===== src/rtl/led_status_mux.sv =====
// led_status_mux: final LED drive stage of the UART sample design.
// Priority: error blink code > UART activity flash > heartbeat passthrough.
// led_out and busy are registered and reflect the state one cycle earlier.
module led_status_mux #(
   parameter int unsigned STRETCH_CYC   = 1_250_000,
   parameter int unsigned BLINK_ON_CYC  = 5_000_000,
   parameter int unsigned BLINK_OFF_CYC = 5_000_000,
   parameter int unsigned GAP_CYC       = 25_000_000
) (
   input  logic       clk,
   input  logic       rst_n,
   input  logic       hb_in,
   input  logic       rx_strobe,
   input  logic       tx_strobe,
   input  logic [2:0] err_code,
   output logic       led_out,
   output logic       busy
);

   localparam int unsigned MaxBlink = (BLINK_ON_CYC > BLINK_OFF_CYC) ? BLINK_ON_CYC
                                                                      : BLINK_OFF_CYC;
   localparam int unsigned MaxPhase = (MaxBlink > GAP_CYC) ? MaxBlink : GAP_CYC;
   localparam int unsigned StretchW = $clog2(STRETCH_CYC + 1);
   localparam int unsigned TimerW   = $clog2(MaxPhase + 1);

   // Phase timers count from LEN-1 down to 0, so each phase lasts exactly LEN cycles.
   localparam logic [StretchW-1:0] StretchLoad = StretchW'(STRETCH_CYC);
   localparam logic [TimerW-1:0]   OnLoad      = TimerW'(BLINK_ON_CYC - 1);
   localparam logic [TimerW-1:0]   OffLoad     = TimerW'(BLINK_OFF_CYC - 1);
   localparam logic [TimerW-1:0]   GapLoad     = TimerW'(GAP_CYC - 1);

   typedef enum logic [1:0] {StIdle, StOn, StOff, StGap} state_e;

   state_e              state_q, state_d;
   logic [TimerW-1:0]   timer_q, timer_d;
   logic [2:0]          rem_q, rem_d;
   logic [StretchW-1:0] stretch_q, stretch_d;
   logic                led_q, led_d;
   logic                busy_q, busy_d;

   // Activity stretcher: any strobe reloads (retrigger, no accumulation), else count down.
   always_comb begin
      stretch_d = stretch_q;
      if (rx_strobe || tx_strobe) begin
         stretch_d = StretchLoad;
      end else if (stretch_q != '0) begin
         stretch_d = stretch_q - StretchW'(1);
      end
   end

   // Error blink FSM: err_code is only sampled in idle, so changes mid-sequence wait.
   always_comb begin
      state_d = state_q;
      timer_d = timer_q;
      rem_d   = rem_q;
      unique case (state_q)
         StIdle: begin
            if (err_code != 3'd0) begin
               rem_d   = err_code;
               timer_d = OnLoad;
               state_d = StOn;
            end
         end
         StOn: begin
            if (timer_q == '0) begin
               timer_d = OffLoad;
               rem_d   = rem_q - 3'd1;
               state_d = StOff;
            end else begin
               timer_d = timer_q - TimerW'(1);
            end
         end
         StOff: begin
            if (timer_q == '0) begin
               if (rem_q == 3'd0) begin
                  timer_d = GapLoad;
                  state_d = StGap;
               end else begin
                  timer_d = OnLoad;
                  state_d = StOn;
               end
            end else begin
               timer_d = timer_q - TimerW'(1);
            end
         end
         StGap: begin
            if (timer_q == '0) begin
               state_d = StIdle;
            end else begin
               timer_d = timer_q - TimerW'(1);
            end
         end
         default: state_d = StIdle;
      endcase
   end

   // Output select from current state; flash inverts heartbeat so it shows in either phase.
   always_comb begin
      led_d  = hb_in;
      busy_d = (state_q != StIdle);
      unique case (state_q)
         StOn:         led_d = 1'b1;
         StOff, StGap: led_d = 1'b0;
         default:      led_d = (stretch_q != '0) ? ~hb_in : hb_in;
      endcase
   end

   // State, counters and registered outputs.
   always_ff @(posedge clk or negedge rst_n) begin
      if (!rst_n) begin
         state_q   <= StIdle;
         timer_q   <= '0;
         rem_q     <= 3'd0;
         stretch_q <= '0;
         led_q     <= 1'b0;
         busy_q    <= 1'b0;
      end else begin
         state_q   <= state_d;
         timer_q   <= timer_d;
         rem_q     <= rem_d;
         stretch_q <= stretch_d;
         led_q     <= led_d;
         busy_q    <= busy_d;
      end
   end

   assign led_out = led_q;
   assign busy    = busy_q;

endmodule


===== config.mk =====
export PLATFORM = sky130hd
export DESIGN_NAME = led_status_mux
export DESIGN_NICKNAME = d
export VERILOG_FILES = /design/src/rtl/led_status_mux.sv
export SDC_FILE = /design/constraint.sdc
export NUM_CORES = 1
export LEC_CHECK = 0
export CAP_MARGIN = 20
export CORE_ASPECT_RATIO = 0.8
export CORE_MARGIN = 2
export CORE_UTILIZATION = 55
export CTS_CLUSTER_DIAMETER = 200
export DETAILED_ROUTE_END_ITERATION = 8
export HOLD_SLACK_MARGIN = 0.1
export PLACE_DENSITY = 0.73
export SYNTH_ARGS = -nofsm -noshare
export SYNTH_HDL_FRONTEND = slang
export SYNTH_SLANG_ARGS = --single-unit

===== constraint.sdc =====
create_clock -name clk -period 2.2 [get_ports clk]
set_input_delay 0.22 -clock clk [delete_from_list [all_inputs] [get_ports clk]]
set_output_delay 0.22 -clock clk [all_outputs]
set_load 0.01 [all_outputs]

==> run_results.csv <==
group,metric,value,unit
sta,finalClockSkew,0.00969,ns
clock_network,clock-root-buffer,"clkbuf_8",
sta,worst_pin_slew,0.594,ns
grt,grt.overflow.total,0,
sta,tns,-8.06,ns
floorplan,coreArea,5120,µm²
synth,synth-seq-cells,53,
synth,synth_compound_area_share,11.9,%
sta,rsz0062_at_grt,"yes",
route,vias,2946,
synth,async_flop_share,100,%
synth,synthMuxAreaShare,0.670,%
power,switching_share,27.3,%
grt,antenna_found_initial,0,
place,dp.cells,445,
sta,fin_ws,-0.326,ns
synth,synthSimpleGateAreaFrac,30.4,%
synth,seq_area_frac_synth,44.4,%
place,routabilityCongestion,0.855,
route,wirelength,8.75,mm
route,first_pass_iters,7,
power,p_int,0.00168,W
worst_setup_path,crit_required,2.40,ns
synth,synthCells,320,
synth,synth-edff-count,0,
route,ant_nets,0,
floorplan,ioPinCount,10,
clock_network,cts_sinks,53,
floorplan,dieArea,6040,µm²
synth,yosysUniqueCellTypes,54,
worst_setup_path,critPathArrivalTime,2.72,ns
hold_path,hp-class,"input port to async pin",
finish,final_area,4150,µm²
finish,regArea,1330,µm²
route,drtIter0Drc,344,
synth,syn-num-nets,332,
clock_network,insertion_delay,0.31,ns
synth,synth_xor_area_share,7.33,%
synth,netlist_area,2990,µm²
sta,setup_viol,35,
clock_network,cts_buffers,5,
floorplan,die_w,86.4,µm
power,cellPowerDensity,558,nW/µm²
route,wire_per_inst,18.7,µm
power,seqPwrFrac,48.9,%
sta,timing.fmax,396,MHz
clock_network,clk_pin_slew_worst_paths,0.10,ns
finish,final_cell_mix,"buf_4 (70), dfrtp_1 (53), nand2_1 (31), nor2_1 (29), xnor2_1 (22)",
worst_setup_path,cp-start-kind,"flip-flop",
grt,grt_max_degree,38,
power,p_leak,1.63,nW
sta,hold-worst-slack,0.370,ns
floorplan,dieHeight,69.9,µm
power,clock_power_share,28.2,%
sta,finalCriticalPeriod,2.53,ns
grt,grt_pass1_vias,2621,
power,pwr-share-comb,22.9,%
power,power,0.00232,W
sta,hold_violations,0,
grt,grt_pass1_wl,12.9,mm
place,port_buffers,9,
sta,max_slew_margin,60.3,%
finish,syn2layout_area_growth,39.0,%
worst_setup_path,critPathKind,"flip-flop to flip-flop",
synth,synth_top_family_by_area,"simple AND/OR/NAND/NOR gates",
route,via_per_inst,6.29,
finish,diodes,0,
finish,fin_cells,468,
place,detailed_place_hpwl,5.21,mm
grt,grtUsageMet1,43.4,%
run_status,status,"finished, violations left",
floorplan,initial_core_util,58.3,%
finish,layout_commonest_cell,"buf_4",
finish,drive_above_1_share,36.9,%
worst_setup_path,cp_max_fo,5,
sta,fin_crit_sh,115,%
grt,globalRouteMet2Util,38.5,%
synth,synth_warnings,0,
power,vdd.ir_drop.worst,451,µV
sta,maxSlewViolCount,0,
finish,fillers,292,
synth,synth_fa_ha_area_share,1.68,%
grt,track_usage,26.8,%
place,placed_cell_area,3630,µm²
route,remaining_drc_errors,0,
clock_network,cts.path.max_buffers,2,
clock_network,htree_levels,2,
grt,grt_use_met3,3.55,%
clock_network,cts_tree,"built",
floorplan,rows,23,
synth,synth_flop_cell,"dfrtp_1",
finish,nets,418,
finish,multi_input_area,1830,µm²
flow_run,maxCapViolCount,0,
run_status,failed_checks,"setup timing",
synth,syn_area_per_cell,9.33,µm²
worst_setup_path,cp-end-kind,"flip-flop",
power,p_sw,0.000633,W
grt,gr-max-usage-layer,"met1",
## path summary, 6_finish.rpt
| check | startpoint | endpoint | slack, ns | cells past startpoint |
|---|---|---|---|---|
| setup / recovery | timer_q[18] | timer_q[7] | -0.33 | 8 |
| hold / removal | rst_n | stretch_q[0] | 0.37 | 2 |
| setup reg to reg | timer_q[18] | timer_q[7] | -0.33 | 8 |
| hold reg to reg | rem_q[1] | rem_q[1] | 0.55 | 2 |
| max in group asynchronous | rst_n | stretch_q[11] | 1.28 | 3 |
| min in group clk | err_code[2] | rem_q[2] | 0.52 | 3 |
## registers in the layout, indices dropped and copies added (netlist names)
name and count:
led_out 1, timer_q 25, rem_q 3, busy 1
state_q 2, stretch_q 21
## Yosys cell counts, drive strengths merged (5+ instances only)
| cell | number | area share (%) |
|---|---|---|
| nor2 | 31 | 3.9 |
| nand2 | 33 | 4.1 |
| dfrtp | 53 | 44 |
| or4 | 10 | 3.0 |
| nand3 | 10 | 1.7 |
| o21ai | 13 | 2.7 |
| inv | 9 | 1.1 |
| a21oi | 14 | 2.3 |
| nor3 | 26 | 4.7 |
| xnor2 | 22 | 6.5 |
| nor4 | 18 | 4.5 |
| o31ai | 5 | 1.9 |
| or3 | 14 | 3.3 |
| buf | 9 | 2.1 |
## power by group through the flow
stage	sequential [W]	clock [W]	combinational (W)
finish	0.00113	0.000654	0.000530
global route	0.00114	0.000685	0.000570
floorplan	0.00115	0	0.000206
detailed placement	0.00114	0	0.000453
global placement	0.00114	0	0.000444
CTS	0.00112	0.000655	0.000480
## layer usage
metal  wire length [µm]  vias to the layer above
met5                  0                        -
met4                129                        0
met3                611                       23
met2               4080                      154
met1               3930                     1434
li1                   -                     1335
## logic make-up after synthesis
kind of cell    count (synthesis)
compound gates                 51
buf+inv                        21
flops                          53
simple gates                  164
fa+ha+maj                       4
xor+xnor                       25
mux                             2
## critical path, cell delays in order (launching register included)
cell	delay, ns
dfrtp_1	0.39
or4_4	0.55
or4_4	0.50
nor4_4	0.35
buf_4	0.21
buf_12	0.11
nor4_2	0.04
xnor2_1	0.18
nor2_1	0.09
## metrics by stage
| step | worst slack, ns | utilization, % |
|---|---|---|
| 2_1_floorplan | -0.217 | - |
| 3_3_place_gp | -0.252 | 70.9 |
| 3_5_place_dp | -0.263 | 70.9 |
| 4_1_cts | -0.258 | 76.9 |
| 5_1_grt | -0.396 | 81.0 |
| 6_report | -0.326 | 81.0 |
## timing repair
item	4_1_cts	5_1_grt
hold buffers	1	0
setup buffers	6	9
endpoints found under the hold margin	16	0
pin swaps	13	14
setup endpoints to repair	38	43
resized for setup	29	33
## cell type report
cell class | instances | area share, %
timing repair buffer | 91 | 18.8
multi-input combinational | 246 | 44.1
clock inverter | 2 | 0.844
clock buffer | 5 | 1.66
tap | 62 | 1.87
sequential | 53 | 31.9
inverter | 9 | 0.814
No activity file was read; power rests on OpenSTA's default activity.
